## src/rtl/fifo_rr_drain_arbiter_if.sv

```systemverilog
// Handshake bundle between NUM_IN FWFT FIFO outputs, the drain arbiter and the shared downstream port.
interface fifo_rr_drain_arbiter_if #(
    parameter int unsigned NUM_IN     = 4,
    parameter int unsigned DATA_WIDTH = 64
);
    localparam int unsigned ID_WIDTH = $clog2(NUM_IN);

    logic [NUM_IN-1:0]            i__in_valid;
    logic [NUM_IN*DATA_WIDTH-1:0] i__in_data;
    logic [NUM_IN-1:0]            o__in_ready;
    logic                         o__out_valid;
    logic [DATA_WIDTH-1:0]        o__out_data;
    logic [ID_WIDTH-1:0]          o__out_id;
    logic                         i__out_ready;
    logic                         o__busy;

    // Arbiter side.
    modport slave (
        input  i__in_valid, i__in_data, i__out_ready,
        output o__in_ready, o__out_valid, o__out_data, o__out_id, o__busy
    );

    // Environment side: FIFOs plus downstream consumer.
    modport master (
        output i__in_valid, i__in_data, i__out_ready,
        input  o__in_ready, o__out_valid, o__out_data, o__out_id, o__busy
    );
endinterface

```

## src/rtl/fifo_rr_drain_arbiter.sv

```systemverilog
// Round-robin drain of NUM_IN FWFT FIFOs into one registered output slot,
// letting the granted FIFO send up to QUANTUM back-to-back beats per grant.
module fifo_rr_drain_arbiter #(
    parameter int unsigned NUM_IN     = 4,
    parameter int unsigned DATA_WIDTH = 64,
    parameter int unsigned QUANTUM    = 4
) (
    input  logic                   clk,
    input  logic                   reset,
    fifo_rr_drain_arbiter_if.slave bus
);
    localparam int unsigned ID_WIDTH  = $clog2(NUM_IN);
    localparam int unsigned CNT_WIDTH = $clog2(QUANTUM + 1);

    typedef enum logic {
        IDLE  = 1'b0,
        GRANT = 1'b1
    } state_e;

    state_e                state_q, state_d;
    logic [ID_WIDTH-1:0]   ptr_q, ptr_d;
    logic [ID_WIDTH-1:0]   owner_q, owner_d;
    logic [CNT_WIDTH-1:0]  count_q, count_d;
    logic                  out_valid_q, out_valid_d;
    logic [DATA_WIDTH-1:0] out_data_q, out_data_d;
    logic [ID_WIDTH-1:0]   out_id_q, out_id_d;

    logic                  slot_free;
    logic                  win_found;
    logic [ID_WIDTH-1:0]   win_idx;
    logic [ID_WIDTH-1:0]   cand;
    logic                  accept;
    logic [ID_WIDTH-1:0]   acc_id;
    logic [CNT_WIDTH-1:0]  count_inc;
    logic [NUM_IN-1:0]     in_ready_c;
    logic [DATA_WIDTH-1:0] in_beats [NUM_IN];

    function automatic logic [ID_WIDTH-1:0] next_idx(input logic [ID_WIDTH-1:0] idx);
        if (idx == ID_WIDTH'(NUM_IN - 1)) begin
            return '0;
        end
        return idx + ID_WIDTH'(1);
    endfunction

    for (genvar k = 0; k < NUM_IN; k++) begin : g_unpack
        assign in_beats[k] = bus.i__in_data[k*DATA_WIDTH +: DATA_WIDTH];
    end

    assign slot_free = !out_valid_q || bus.i__out_ready;
    assign count_inc = count_q + CNT_WIDTH'(1);

    // First valid requester scanning upward from ptr with wrap.
    always_comb begin
        win_found = 1'b0;
        win_idx   = '0;
        cand      = ptr_q;
        for (int i = 0; i < int'(NUM_IN); i++) begin
            if (!win_found && bus.i__in_valid[cand]) begin
                win_found = 1'b1;
                win_idx   = cand;
            end
            cand = next_idx(cand);
        end
    end

    // Next-state, pop strobes and output slot update.
    always_comb begin
        state_d     = state_q;
        ptr_d       = ptr_q;
        owner_d     = owner_q;
        count_d     = count_q;
        in_ready_c  = '0;
        accept      = 1'b0;
        acc_id      = owner_q;
        out_valid_d = out_valid_q;
        out_data_d  = out_data_q;
        out_id_d    = out_id_q;

        unique case (state_q)
            IDLE: begin
                if (slot_free && win_found) begin
                    in_ready_c[win_idx] = 1'b1;
                    accept              = 1'b1;
                    acc_id              = win_idx;
                    owner_d             = win_idx;
                    count_d             = CNT_WIDTH'(1);
                    if (QUANTUM == 1) begin
                        ptr_d = next_idx(win_idx);
                    end else begin
                        state_d = GRANT;
                    end
                end
            end
            GRANT: begin
                if (slot_free) begin
                    if (bus.i__in_valid[owner_q]) begin
                        in_ready_c[owner_q] = 1'b1;
                        accept              = 1'b1;
                        count_d             = count_inc;
                    end
                    // Release on quantum exhausted or owner FIFO ran dry.
                    if (!bus.i__in_valid[owner_q] || count_inc == CNT_WIDTH'(QUANTUM)) begin
                        ptr_d   = next_idx(owner_q);
                        count_d = '0;
                        state_d = IDLE;
                    end
                end
            end
            default: state_d = IDLE;
        endcase

        if (accept) begin
            out_valid_d = 1'b1;
            out_data_d  = in_beats[acc_id];
            out_id_d    = acc_id;
        end else if (bus.i__out_ready) begin
            out_valid_d = 1'b0;
        end

        // No pop may escape while reset discards the grant.
        if (reset) begin
            in_ready_c = '0;
        end
    end

    always_ff @(posedge clk) begin
        if (reset) begin
            state_q     <= IDLE;
            ptr_q       <= '0;
            owner_q     <= '0;
            count_q     <= '0;
            out_valid_q <= 1'b0;
            out_data_q  <= '0;
            out_id_q    <= '0;
        end else begin
            state_q     <= state_d;
            ptr_q       <= ptr_d;
            owner_q     <= owner_d;
            count_q     <= count_d;
            out_valid_q <= out_valid_d;
            out_data_q  <= out_data_d;
            out_id_q    <= out_id_d;
        end
    end

    assign bus.o__in_ready  = in_ready_c;
    assign bus.o__out_valid = out_valid_q;
    assign bus.o__out_data  = out_data_q;
    assign bus.o__out_id    = out_id_q;
    assign bus.o__busy      = (state_q == GRANT) || out_valid_q;
endmodule

```

## src/flat_wrapper.sv

```systemverilog
// flat-port wrapper written by rule: the top's interface ports become plain ports
module fifo_rr_drain_arbiter_flat 
#(
    parameter int unsigned NUM_IN     = 4,
    parameter int unsigned DATA_WIDTH = 64,
    parameter int unsigned QUANTUM    = 4
)
  (clk, reset, bus_i__in_valid, bus_i__in_data, bus_i__out_ready, bus_o__in_ready, bus_o__out_valid, bus_o__out_data, bus_o__out_id, bus_o__busy);
  fifo_rr_drain_arbiter_if #(.NUM_IN(NUM_IN), .DATA_WIDTH(DATA_WIDTH)) bus_i ();
  input  logic clk;
  input  logic reset;
  input wire logic [$bits(bus_i.i__in_valid)-1:0] bus_i__in_valid;
  input wire logic [$bits(bus_i.i__in_data)-1:0] bus_i__in_data;
  input wire logic [$bits(bus_i.i__out_ready)-1:0] bus_i__out_ready;
  output wire logic [$bits(bus_i.o__in_ready)-1:0] bus_o__in_ready;
  output wire logic [$bits(bus_i.o__out_valid)-1:0] bus_o__out_valid;
  output wire logic [$bits(bus_i.o__out_data)-1:0] bus_o__out_data;
  output wire logic [$bits(bus_i.o__out_id)-1:0] bus_o__out_id;
  output wire logic [$bits(bus_i.o__busy)-1:0] bus_o__busy;
  assign bus_i.i__in_valid = bus_i__in_valid;
  assign bus_i.i__in_data = bus_i__in_data;
  assign bus_i.i__out_ready = bus_i__out_ready;
  assign bus_o__in_ready = bus_i.o__in_ready;
  assign bus_o__out_valid = bus_i.o__out_valid;
  assign bus_o__out_data = bus_i.o__out_data;
  assign bus_o__out_id = bus_i.o__out_id;
  assign bus_o__busy = bus_i.o__busy;
  fifo_rr_drain_arbiter #(.NUM_IN(NUM_IN), .DATA_WIDTH(DATA_WIDTH), .QUANTUM(QUANTUM)) u_core (.clk(clk), .reset(reset), .bus(bus_i));
endmodule
```

## config.mk

```make
export PLATFORM = sky130hd
export DESIGN_NAME = fifo_rr_drain_arbiter_flat
export DESIGN_NICKNAME = d
export VERILOG_FILES = /design/src/rtl/fifo_rr_drain_arbiter_if.sv /design/src/rtl/fifo_rr_drain_arbiter.sv /design/src/flat_wrapper.sv
export SDC_FILE = /design/constraint.sdc
export NUM_CORES = 1
export LEC_CHECK = 0
export BUFFER_PORTS_ARGS = -buffer_cell sky130_fd_sc_hd__clkbuf_2
export CAP_MARGIN = 20
export CORE_AREA = 4 4 127 129
export CTS_CLUSTER_SIZE = 14
export DETAILED_ROUTE_END_ITERATION = 8
export DIE_AREA = 0 0 131 133
export PLACE_DENSITY = 0.73
export RECOVER_POWER = 25
export SYNTH_ARGS = -nofsm -noshare
export SYNTH_HDL_FRONTEND = slang
export SYNTH_SLANG_ARGS = --single-unit
```

## constraint.sdc

```tcl
create_clock -name clk -period 2.9 [get_ports clk]
set_input_delay 0 -clock clk [delete_from_list [all_inputs] [get_ports clk]]
set_output_delay 0 -clock clk [all_outputs]
set_load 0.01 [all_outputs]
```

; Word level (Yosys, flattened, before mapping)
; Cells that the tools add are included.
[classes]
addsub = 5
order_cmp = 9
n_eq_ne = 8
muxes = 61
bitwise = 2
reduce_logical = 17
[ops]
columns = cell, n
row1 = 64-bit binary-select mux with 2-bit select, 1
row2 = 64-bit 2-to-1 mux, 2
row3 = 2-bit 2-to-1 mux, 14
row4 = 1-bit 2-to-1 mux, 25
row5 = "2-bit by 3-bit less-than comparator with 1-bit output, second input constant", 6
row6 = 4-bit 2-to-1 mux, 4
row7 = 3-bit 2-to-1 mux, 4
row8 = 1-bit binary-select mux with 2-bit select, 5
row9 = "2-bit by 1-bit adder with 2-bit output, second input constant", 4
row10 = "2-bit equality test, second input constant", 4
row11 = 4-bit case mux with 2 select lines, 1
row12 = 1-bit logical AND, 6
row13 = 3-bit case mux with 2 select lines, 1
row14 = 3-bit AND reduction, 2
row15 = 1-bit zero test, 5
row16 = 1-bit demux with 2-bit select, 2
row17 = "2-bit by 1-bit greater-or-equal comparator with 1-bit output, second input constant", 2
row18 = 1-bit case mux with 2 select lines, 2
row19 = "3-bit by 1-bit adder with 3-bit output, second input constant", 1
row20 = "3-bit equality test, second input constant", 1
row21 = "3-bit greater-or-equal comparator, second input constant", 1
row22 = 1-bit logical OR, 3
row23 = "3-bit inequality test, second input constant", 1
row24 = 2-bit inverter with 3-bit output, 1
row25 = 4 further kinds, 4
[totals]
register_bits = 75
inputBits = 263
output_inout_bits = 72
elab_cells = 109

; Depth between registers and ports, before layout
; Gate-level depths: netlist of the first run.
[depth]
word_depth = 20
ltp_mapped = 11
ltp_nobuf = 8

; Least setup slack after synthesis of the first run
; No wires, ideal clock.
[synth_path]
path_kind = reg-to-reg
from = register u_core.ptr_q[0]
to = register u_core.out_data_q[0] (netlist: u_core.bus.o__out_data[0])
setup_time_ns = 0.117
arrival_ns = 2.947
required_ns = 2.783
setup_slack_ns = -0.164
stages_incl_launch_ff = 10
path_buffers = 2
synth_period_minus_slack_ns = 3.064
cell_sequence = dfxtp_1 > ha_1 > mux4_2 > or3_1 > a221o_1 > mux2i_1 > buf_4 > buf_6 > mux4_2 > a22o_1
[synth_between]
elab_chain_cells = 20
word_cells_on_any_way = 43
cone_classes = 3 x add/sub / 3 x eq/ne / 29 x mux / 1 x bitwise / 7 x reduce/logical
[synth_lines]
columns = element, line_no
row1 = start: declaration, fifo_rr_drain_arbiter.sv:21  ; logic [ID_WIDTH-1:0] ptr_q, ptr_d;
row2 = start signal: assignment, fifo_rr_drain_arbiter.sv:137  ; ptr_q <= ptr_d;
row3 = branches (longest 20 deep; another with 2-bit by 1-bit adder with 2-bit output), n/a
row4 = end signal: assignment, fifo_rr_drain_arbiter.sv:141  ; out_data_q <= out_data_d;
row5 = end: declaration, fifo_rr_drain_arbiter.sv:25  ; logic [DATA_WIDTH-1:0] out_data_q, out_data_d;
; Parallel ways; which one is timed is not known. The select of a mux whose other input is x is not followed.
; A chain may end at the register's enable or synchronous reset.

; Worst setup path after layout of the first run
[layout_path]
from = register u_core.ptr_q[0]
to = register u_core.out_data_q[19] (netlist: u_core.bus.o__out_data[19])
; Same word-level chain as after synthesis.

==> summary.md, run 1 <==
| Metric | Value |
|---|---|
| Status | finished with violations |
| Failing checks | setup timing |
| Primary FF master, synth | dfxtp_1 |
| Clock Tree Buf Depth | 2 |
| Mux contribution to synthesized area | 33.5% |
| Worst path cell trace | ha_4, mux4_2, or3_1, a221o_1, mux2i_4, buf_4, buf_12, mux4_2, a22o_1 |
| Max Clock Freq | roughly 340 MHz |
| Setup Skew | 0.00785 ns |
| Area Growth Syn to Fin | 50.7% |
| H-tree Lvls | 3 |
| Synth unique cells | 52 |
| Remaining DRCs | 0 |
| GPL Wtd Cong | around 0.87 |
| Mapped Cells | 361 |
| CTS tree | built |
| Critical path arrival | between 3 and 4 ns |
| Fillers | roughly 1400 |
| Routed len/inst | 19.7 um |
| CP Capture Type | register |
| Largest net degree at the start of global routing | 36 |
| Min-delay worst type | in -> reg |
| CP max-delay cell | mux4_2 |
| Final setup margin | -0.0754 ns |
| GR Util All Layers | 19.0% |
| #FFs+latches synth | 75 |
| CP Max Fanout | 9 |
| # port buffers | about 330 |
| Synth Cell Area | around 4600 sq um |
| Tot Pwr | between 5 and 6 mW |
| Top cell family by delay on the critical path | multiplexers |
| Syn nets | around 630 |
| Final hold slack | slightly above 0.08 ns |
| Worst vdd ir | slightly above 0.0004 V |
| Crit-path most repeated cell | mux4_2 |
| DIE AREA | around 17000 sq um |
| Maxcap violations | 0 |
| Leakage power | between 3 and 4 nW |
| Clock root cell | clkbuf_16 |
| WP buf/inv | 2 |
| Xor/xnor cell area share of the yosys netlist | less than 1% |
| Initial antenna violation count | 1 |
| Vias post-DR | roughly 4800 |
| I/O pin count | roughly 340 |
| Adder-cell share of the synthesized area | about 1.9% |
| Post-DRT Antenna Nets | 0 |
| Post-cts hold buffer count | 0 |
| Worst slew margin | ~72% |
| Starting Density | between 30 and 40% |
| Detailed placement HPWL | 13400 um |
| Worst-Margin Slew | between 0.4 and 0.5 ns |
| Core Box Area | about 15000 sq um |
| Min cycle time layout | 2.98 ns |
| Fin crit share | 103% |
| Clock latency on the worst-skew pair | 0.33 ns |
| Clock sinks | 75 |
| RSZ-0062 raised after global routing | true |
| DRT Wirelength | roughly 18000 um |
| Detailed-route vias per instance | ~5.3 |
| Count of final hold-check violations | 0 |
| CTS Buf Count | 9 |
| Die Y | 133 um |
| Post-synthesis compound-gate area fraction | about 18% |
| Remaining global-route overflow | 0 |
| Synth warn | 0 |
| Synth Area per Inst | between 10 and 15 sq um |
| Main combinational cell family by area after synthesis | multiplexers |
| Req. time, crit path | 3.13 ns |
| Final net count | a little under 1000 |
| Num rows | 45 |
| Drt first pass iters | 4 |
| Layout cells sized above 1 | a little over three fifths |
| Worst-path clk slew | around 0.06 ns |
| Setup_tns | -2.94 ns |
| Wire length of the first global-routing pass | 25800 um |
| Vias in the first global route | ~4900 |
| Post-synthesis sequential area ratio | between 30% and 40% |
| Worst path max stage delay | between 0.5 and 0.6 ns |
| Max-slew violations | 0 |
| Critical path launch point type | register |
| Die X | 131 um |
| Post-synth EDFFs | 0 |
| Simple logic cell fraction of the synthesized area | ~6.6% |
| Kind of critical path | reg -> reg |
| Drt initial violations | approximately 210 |
| Final setup violation count | 64 |
| Post-synth ARST share | 0% |
| Power Density | 834 nW/um^2 |
[power breakdown]
part	internal [mW]	switching [mW]	leakage (nW)
registers	1.36	0.201	0.621
clock network	0.628	0.453	0.142
logic	1.73	1.40	2.57
[worst reg2reg max path, stage by stage, from the launching register on]
cell and delay (ns):
dfxtp_2 0.33, ha_4 0.29, mux4_2 0.51, or3_1 0.31
a221o_1 0.37, mux2i_4 0.20, buf_4 0.19, buf_12 0.15
mux4_2 0.30, a22o_1 0.23
[stage by stage]
step	util, %	area (sq um)	setup WS [ns]	std cells
global placement	42.8	6430	-0.104	861
global route	46.1	6930	-0.207	893
CTS	45.9	6910	-0.0938	891
finish	46.1	6930	-0.0754	893
floorplan	-	4610	-0.0346	361
detailed placement	42.8	6430	-0.133	861
[cell usage after synthesis (2+ instances only)]
cell type  number  area, sq um
nor2_1         18         67.6
clkbuf_1       18         67.6
buf_12          5          100
o21ai_1         2         10.0
ha_1            7         87.6
a22oi_1         4         30.0
buf_6           4         45.0
a21oi_1         9         45.0
buf_4           2         15.0
and3_1          2         12.5
mux2i_1         4         40.0
xor2_1          2         17.5
a31oi_1         2         12.5
o21ai_0         9         45.0
a22o_1         64          561
dfxtp_1        75         1500
nand3_1         2         10.0
inv_1           6         22.5
nand2b_1        4         25.0
nor2b_1         4         25.0
nand2_1        12         45.0
or3_1           2         12.5
buf_2           8         40.0
mux4_2         66         1490
o31ai_1         2         15.0
nor3_1          2         10.0
[layer usage]
metal,vias up,wire length [um],share of wire [%],track usage [%]
li1,2156,-,-,-
met1,2324,6710,38,22.5
met2,257,8990,51,33.2
met3,23,1610,9.2,4.88
met4,0,297,1.7,6.29
met5,-,0,0,0
[cells in the final DEF, fill, tap and decap left out, types with 2 or more instances in the layout]
cell type / synthesis / layout
and3_1: 2 / 2
nand2b_1: 4 / 4
mux2i_1: 4 / 3
clkinv_2: 0 / 2
ha_1: 7 / 6
o21ai_1: 2 / 2
clkbuf_2: 0 / 311
a22oi_2: 0 / 2
nand2_1: 12 / 12
buf_6: 4 / 2
buf_12: 5 / 7
buf_2: 8 / 4
dfxtp_2: 0 / 2
o31ai_1: 2 / 2
clkbuf_8: 0 / 2
a21oi_1: 9 / 9
nor2b_1: 4 / 4
o21ai_0: 9 / 9
a22o_1: 64 / 64
a31oi_1: 2 / 2
mux4_2: 66 / 66
clkbuf_16: 0 / 10
a22oi_1: 4 / 2
xor2_1: 2 / 2
buf_4: 2 / 19
clkbuf_1: 18 / 19
buf_16: 0 / 2
nand3_1: 2 / 2
nor2_1: 18 / 17
inv_1: 6 / 6
dfxtp_1: 75 / 73
[layout make-up]
class,count,area [sq um],share of cell area (%)
Clock buffer,11,253,3.65
Clock inverter,5,35.0,0.506
Tap cell,188,235,3.40
Sequential cell,75,1500,21.7
Inverter,6,22.5,0.325
Timing Repair Buffer,365,2030,29.3
Antenna cell,1,2.50,0.0361
Multi-Input combinational cell,242,2840,41.0
[state kept, by name (all words and copies together), names as in the netlist]
signal / cells
u_core.state_q: 1
u_core.ptr_q: 2
u_core.bus.o__out_valid: 1
u_core.bus.o__out_id: 2
u_core.count_q: 3
u_core.bus.o__out_data: 64
u_core.owner_q: 2
[path summary, 6_finish.rpt]
| path | start | endpoint | slack [ns] | depth (start not counted) |
|---|---|---|---|---|
| max | u_core.ptr_q[0]$_SDFFE_PP0P_ | u_core.bus.o__out_data[19]$_SDFFE_PP0P_ | -0.08 | 9 |
| min | bus_i__out_ready | u_core.state_q$_SDFF_PP0_ | 0.08 | 4 |
| max reg2reg | u_core.ptr_q[0]$_SDFFE_PP0P_ | u_core.bus.o__out_data[19]$_SDFFE_PP0P_ | -0.08 | 9 |
| min reg2reg | u_core.bus.o__out_data[29]$_SDFFE_PP0P_ | u_core.bus.o__out_data[29]$_SDFFE_PP0P_ | 0.48 | 1 |
[kinds of logic (layout without fill, tap and decap cells)]
kind of cell	Yosys count	count (layout)
AOI/OAI and AO/OA	104	104
DFF	75	75
adders and majority gates	7	7
xor gates and xnor gates	2	2
and+or+nand+nor	58	58
muxes	71	71
other	0	1
buffers and inverters	44	387
[what timing repair did]
item | 4_1_cts | 5_1_grt
setup buffers | 12 | 0
gates cloned | 2 | 1
resized for setup | 7 | 8
pin swaps | 0 | 3
setup endpoints to repair | 64 | 69
No activity file was read; power rests on OpenSTA's default activity.
==> run 2, diff against run 1 <==
Settings changed: CELL_PAD_IN_SITES_DETAIL_PLACEMENT set to 1, CELL_PAD_IN_SITES_GLOBAL_PLACEMENT set to 2, CORE_AREA 4 4 127 129 to unset, CORE_MARGIN set to 8, CORE_UTILIZATION set to 21, DIE_AREA 0 0 131 133 to unset, PLACE_DENSITY 0.73 to 0.84.
==> summary.md, run 2 (synthesized netlist as in run 1, its figures left out) <==
| Metric | Value |
|---|---|
| Critical path launch point type | register |
| Initial antenna violation count | 0 |
| Remaining DRCs | 0 |
| Final net count | just under 1000 |
| Worst path cell trace | ha_4, mux4_2, or3_1, a221o_1, mux2i_4, buf_8, buf_12, mux4_2, a22o_1 |
| CTS tree | built |
| Hold Crit Start | bus_i__out_ready |
| Core Box Area | about 22000 sq um |
| Routed len/inst | ~22 um |
| WHS Endpoint | u_core.state_q$_SDFF_PP0_ |
| Comb power frac | a little under three fifths |
| Drt initial violations | 258 |
| Fin area | about 7300 sq um |
| CP Capture Type | register |
| Final hold slack | 0.0627 ns |
| CP max-delay cell | mux4_2 |
| Remaining global-route overflow | 0 |
| Tot Pwr | roughly 6.3 mW |
| Count of final hold-check violations | 0 |
| Fin crit share | 107% |
| Clock latency on the worst-skew pair | 0.35 ns |
| I/O pin count | ~340 |
| RR Startpoint | u_core.ptr_q[0]$_SDFFE_PP0P_ |
| Area Growth Syn to Fin | 58.1% |
| Placed instance area | between 6000 and 7000 sq um |
| WHS Path Cells | 4 |
| Final setup violation count | between 60 and 70 |
| CP Max Fanout | 9 |
| Worst slew margin | a little under two thirds |
| Worst path max stage delay | roughly 0.51 ns |
| DIE AREA | between 20000 and 30000 sq um |
| Largest net degree at the start of global routing | 44 |
| End of the worst register-to-register path | u_core.bus.o__out_data[63]$_SDFFE_PP0P_ |
| Num rows | 54 |
| Most frequent cells in the layout | clkbuf_2 (311), dfxtp_1 (73), mux4_2 (66) |
| Switch Pwr | 2.25 mW |
| Detailed-route vias per instance | 4.86 |
| Setup Skew | 0.0139 ns |
| Vias post-DR | between 4000 and 5000 |
| Clock Tree Buf Depth | 2 |
| Power Density | a little under 900 nW/um^2 |
| Status | finished with violations |
| RSZ-0062 raised after global routing | true |
| Starting Density | a little over a fifth |
| Min-delay worst type | in -> reg |
| Worst-path clk slew | 0.06 ns |
| Top cell family by delay on the critical path | multiplexers |
| Max FFs per register | 64 |
| Critical path origin | u_core.ptr_q[0]$_SDFFE_PP0P_ |
| Max Clock Freq | 322 MHz |
| Worst R2R Setup Slack | -0.21 ns |
| Worst-Margin Slew | about 0.54 ns |
| Clock root cell | clkbuf_16 |
| Detailed placement HPWL | 17500 um |
| Sw frac | between 30% and 40% |
| Wire length of the first global-routing pass | ~32000 um |
| Layout cells sized above 1 | between 60 and 70% |
| Clock sinks | 75 |
| Critical path arrival | approximately 3.4 ns |
| Drt first pass iters | 6 |
| GR Util All Layers | 15.6% |
| GPL Wtd Cong | between 0.8 and 0.9 |
| # port buffers | roughly 330 |
| Int Power | about 4.1 mW |
| DRT Wirelength | approximately 22000 um |
| Most common cell after layout, fill and taps aside | clkbuf_2 |
| R2R depth | 9 |
| Fillers | between 2000 and 3000 |
| Leakage power | approximately 3.4 nW |
| Post-DRT Antenna Nets | 0 |
| Clock share of power | approximately a fifth |
| Failing checks | setup timing |
| Vias in the first global route | ~5400 |
| Maxcap violations | 0 |
| Kind of critical path | reg -> reg |
| Min cycle time layout | ~3.1 ns |
| Max-slew violations | 0 |
| Die X | between 150 and 200 um |
| Final core occ | between 30% and 40% |
| Worst vdd ir | between 0.0002 and 0.0003 V |
| H-tree Lvls | 3 |
| Die Y | between 150 and 200 um |
| WP buf/inv | 2 |
| ANT cells | 0 |
| Final setup margin | -0.207 ns |
| Req. time, crit path | between 3 and 4 ns |
| Seq pwr share | 24.8% |
| CTS Buf Count | 9 |
| Crit-path most repeated cell | mux4_2 |
-- run 2: layer usage --
metal / part of all wire [%] / vias up / global-route usage, % / wire length, um
li1: - / 2178 / - / -
met1: 37 / 2399 / 17.1 / 8260
met2: 51 / 228 / 28.1 / 11400
met3: 8.9 / 29 / 4.79 / 1990
met4: 2.5 / 0 / 5.70 / 561
met5: 0 / - / 0 / 0
-- run 2: how the worst max path moves through the flow --
stage / slack, ns / cells after the start / to
after floorplan: -0.03 / 9 / u_core.bus.o__out_data[0]$_SDFFE_PP0P_
after global placement: -0.16 / 10 / u_core.bus.o__out_data[23]$_SDFFE_PP0P_
after detailed placement: -0.21 / 8 / u_core.bus.o__out_data[19]$_SDFFE_PP0P_
after CTS: -0.18 / 10 / u_core.bus.o__out_data[16]$_SDFFE_PP0P_
after global routing: -0.30 / 9 / u_core.bus.o__out_data[63]$_SDFFE_PP0P_
final: -0.21 / 9 / u_core.bus.o__out_data[63]$_SDFFE_PP0P_
-- run 2: tightest hold or removal path, stage by stage --
cell and delay [ns]:
clkbuf_2 0.08, nor2b_1 0.05, o21ai_0 0.15, a21oi_1 0.07
-- run 2: final cells by class --
class / count / area, sq um / area share [%]
multi-input combinational: 242 / 2850 / 39.3
timing repair buffer: 376 / 2200 / 30.2
sequential: 75 / 1510 / 20.7
tap: 280 / 350 / 4.82
clock buffer: 10 / 239 / 3.29
clock inverter: 6 / 95.1 / 1.31
inverter: 6 / 25.0 / 0.344
-- run 2: what timing repair did --
item | 4_1_cts | 5_1_grt
gates cloned | 5 | 0
endpoints found under the setup margin | 65 | 68
pin swaps | 4 | 10
hold endpoints to repair | 0 | 0
buffers inserted | 8 | 5
resized for setup | 10 | 23
hold buffers | 0 | 0
-- run 2: per-stage QoR --
stage	std cells	setup TNS (ns)	setup WS (ns)
2_1_floorplan	361	-1.29	-0.0346
3_3_place_gp	964	-7.35	-0.162
3_5_place_dp	964	-10.45	-0.211
4_1_cts	993	-9.17	-0.185
5_1_grt	995	-16.59	-0.296
6_report	995	-10.02	-0.207
-- run 2: power groups by stage --
stage / logic [mW] / registers (mW) / clock network (mW)
CTS: 3.59 / 1.57 / 1.31
global route: 3.75 / 1.61 / 1.35
finish: 3.49 / 1.57 / 1.28
floorplan: 1.99 / 1.70 / 0
detailed placement: 3.17 / 1.59 / 0
global placement: 3.11 / 1.58 / 0
==> run 3, diff against run 2 <==
Settings changed: ABC_AREA set to 1, CORE_UTILIZATION 21 to 20, PLACE_DENSITY 0.84 to 0.86.
==> summary.md, run 3 <==
| Metric | Value |
|---|---|
| Status | complete, no violations |
| Max-slew violations | 0 |
| Worst-Margin Slew | around 0.48 ns |
| Critical path launch point type | register |
| Clock Tree Buf Depth | 2 |
| CTS tree | built |
| Most frequent cells in the layout | inv_1 (401), nand3_1 (395), clkbuf_2 (299) |
| Setup Skew | roughly 0.010 ns |
| Drt first pass iters | 4 |
| Syn nets | 1534 |
| # port buffers | 334 |
| Worst vdd ir | ~0.00055 V |
| Detailed-route vias per instance | 4.39 |
| Mapped Cells | between 1000 and 1500 |
| DIE AREA | roughly 41000 sq um |
| Worst slew margin | between 60% and 70% |
| Vias post-DR | around 8800 |
| ANT cells | 0 |
| Final hold slack | 0.0322 ns |
| Share of the synthesized area in the top cell type | about 29% |
| Drt initial violations | about 290 |
| Primary FF master, synth | dfxtp_1 |
| Min cycle time layout | between 2 and 3 ns |
| Vias in the first global route | around 9200 |
| Min-delay worst type | in -> reg |
| RR Startpoint | u_core.ptr_q[1]$_SDFFE_PP0P_ |
| GPL Wtd Cong | around 0.85 |
| R2R depth | 14 |
| CP Capture Point | u_core.bus.o__out_data[45]$_SDFFE_PP0P_ |
| Count of final hold-check violations | 0 |
| Most common cell after layout, fill and taps aside | inv_1 |
| Clock root cell | clkbuf_16 |
| Synth unique cells | 28 |
| H-tree Lvls | 3 |
| Setup Fix Bufs, Post-CTS | 0 |
| Synth warn | 0 |
| Detailed placement HPWL | 25400 um |
| Maxcap violations | 0 |
| Post-synthesis sequential area ratio | 21.7% |
| Kind of critical path | reg -> reg |
| Clock sinks | 75 |
| Post-CTS Resized | 0 |
| Req. time, crit path | 3.15 ns |
| I/O pin count | about 340 |
| CP Capture Type | register |
| Max FFs per register | 64 |
| Largest net degree at the start of global routing | a little under 70 |
| Power Density | 1230 nW/um^2 |
| Worst-path clk slew | about 0.07 ns |
| RSZ-0062 raised after global routing | false |
| DRT Wirelength | 33500 um |
| Layout cells sized above 1 | a little under a quarter |
| Post-synth ARST share | 0% |
| Post-DRT Antenna Nets | 0 |
| End of the worst register-to-register path | u_core.bus.o__out_data[45]$_SDFFE_PP0P_ |
| Most common cell in the netlist | inv_1 |
| GR Util All Layers | ~16% |
| Synth top cells by count | inv_1 (402), nand3_1 (395), nand2_1 (171) |
| Yosys top cell by area | nand3_1 |
| Fin crit share | 91.5% |
| CTS Buf Count | 9 |
| Core Box Area | 34300 sq um |
| Die Y | ~200 um |
| Leakage power | between 6 and 7 nW |
| Post-synth EDFFs | 0 |
| Max Clock Freq | approximately 380 MHz |
| Clock latency on the worst-skew pair | between 0.3 and 0.4 ns |
| Wire length of the first global-routing pass | 51900 um |
| Met3 usage | 3.86% |
| Met1 Usage GRT | between 10% and 20% |
| Area Growth Syn to Fin | 36.2% |
| Worst R2R Setup Slack | 0.25 ns |
| Synth Area per Inst | 5.47 sq um |
| Remaining DRCs | 0 |
| Met2 usage | about 27% |
| Routed len/inst | approximately 17 um |
| Critical path origin | u_core.ptr_q[1]$_SDFFE_PP0P_ |
| Synth area leaders | nand3_1 (29%), inv_1 (22%), dfxtp_1 (22%) |
| #FFs+latches synth | 75 |
| Setup_tns | 0 ns |
| Critical path arrival | slightly below 3 ns |
| CP Max Fanout | 66 |
| Synth Cell Area | just under 7000 sq um |
| Final net count | 1822 |
| Gr busiest metal | met2 |
| Die X | just over 200 um |
| Final setup violation count | 0 |
| Remaining global-route overflow | 0 |
| Starting Density | about a fifth |
| Initial antenna violation count | 3 |
| Num rows | between 60 and 70 |
run 3: changes by cell type after synthesis, moves of 7 or more:
cell / change
a22o_1: -64
buf_2: +17
buf_4: +15
clkbuf_1: +11
inv_1: +396
mux4_2: -66
nand2_1: +159
nand2_2: +7
nand3_1: +393
o21ai_0: +63
run 3: metal layers:
metal,vias to the layer above,part of all wire [%]
met5,-,0.10
met3,47,5.3
met2,245,48
met4,6,2.4
li1,4406,-
met1,4120,44
run 3: worst min path at each step:
stage	start	endpoint	slack (ns)	cells after the start
final	bus_i__in_data[248]	u_core.bus.o__out_data[56]$_SDFFE_PP0P_	0.03	7
after global routing	bus_i__in_data[240]	u_core.bus.o__out_data[48]$_SDFFE_PP0P_	0.04	7
after CTS	bus_i__in_data[245]	u_core.bus.o__out_data[53]$_SDFFE_PP0P_	0.02	7
after detailed placement	bus_i__out_ready	u_core.state_q$_SDFF_PP0_	0.32	4
after global placement	bus_i__out_ready	u_core.state_q$_SDFF_PP0_	0.35	4
after floorplan	bus_i__out_ready	u_core.state_q$_SDFF_PP0_	0.20	3
run 3: through the flow:
step	total power [mW]	utilization [%]	instances	area, sq um	setup slack [ns]
floorplan	7.43	-	1264	6910	0.748
global placement	10.3	26.5	1993	9080	0.337
detailed placement	10.4	26.5	1993	9080	0.254
CTS	11.8	27.5	2011	9430	0.220
global route	12.8	27.4	2012	9410	0.000609
finish	11.6	27.4	2012	9410	0.246
run 3: kinds of logic after synthesis:
logic type	Yosys count	synth area share, %
xor gates and xnor gates	1	0.127
DFF	75	21.7
and+or+nand+nor	600	41.2
AOI/OAI and AO/OA	91	6.74
adders and majority gates	7	1.27
buffers and inverters	490	28.9
run 3: repair_timing:
item                                    4_1_cts  5_1_grt
hold buffers                                  2        0
endpoints found under the hold margin         2        0
endpoints found under the setup margin        0       11
run 3: critical path: stages, from the launching register on:
cell and delay, ns:
dfxtp_1 0.33, ha_1 0.37, inv_2 0.14, o21ai_0 0.10, nand3_1 0.10, nand2_1 0.11
nand4_1 0.19, nand3_1 0.22, nand2_4 0.17, buf_12 0.26, nand3_1 0.13, nand3_1 0.16
nand3_1 0.09, nand2_1 0.06, inv_1 0.03
run 3: power by group:
group,internal [mW],switching (mW)
Clock,0.802,0.510
Combinational,2.96,5.63
Sequential,1.46,0.249
run 3: layout make-up:
class / count / area [sq um]
repair buffers: 360 / 2030
clock inverters: 4 / 72.6
inverters: 407 / 1540
clock buffers: 12 / 256
fillers: 4600 / 24900
flip-flops and latches: 75 / 1500
multi-input cells: 699 / 3440
well taps: 455 / 569
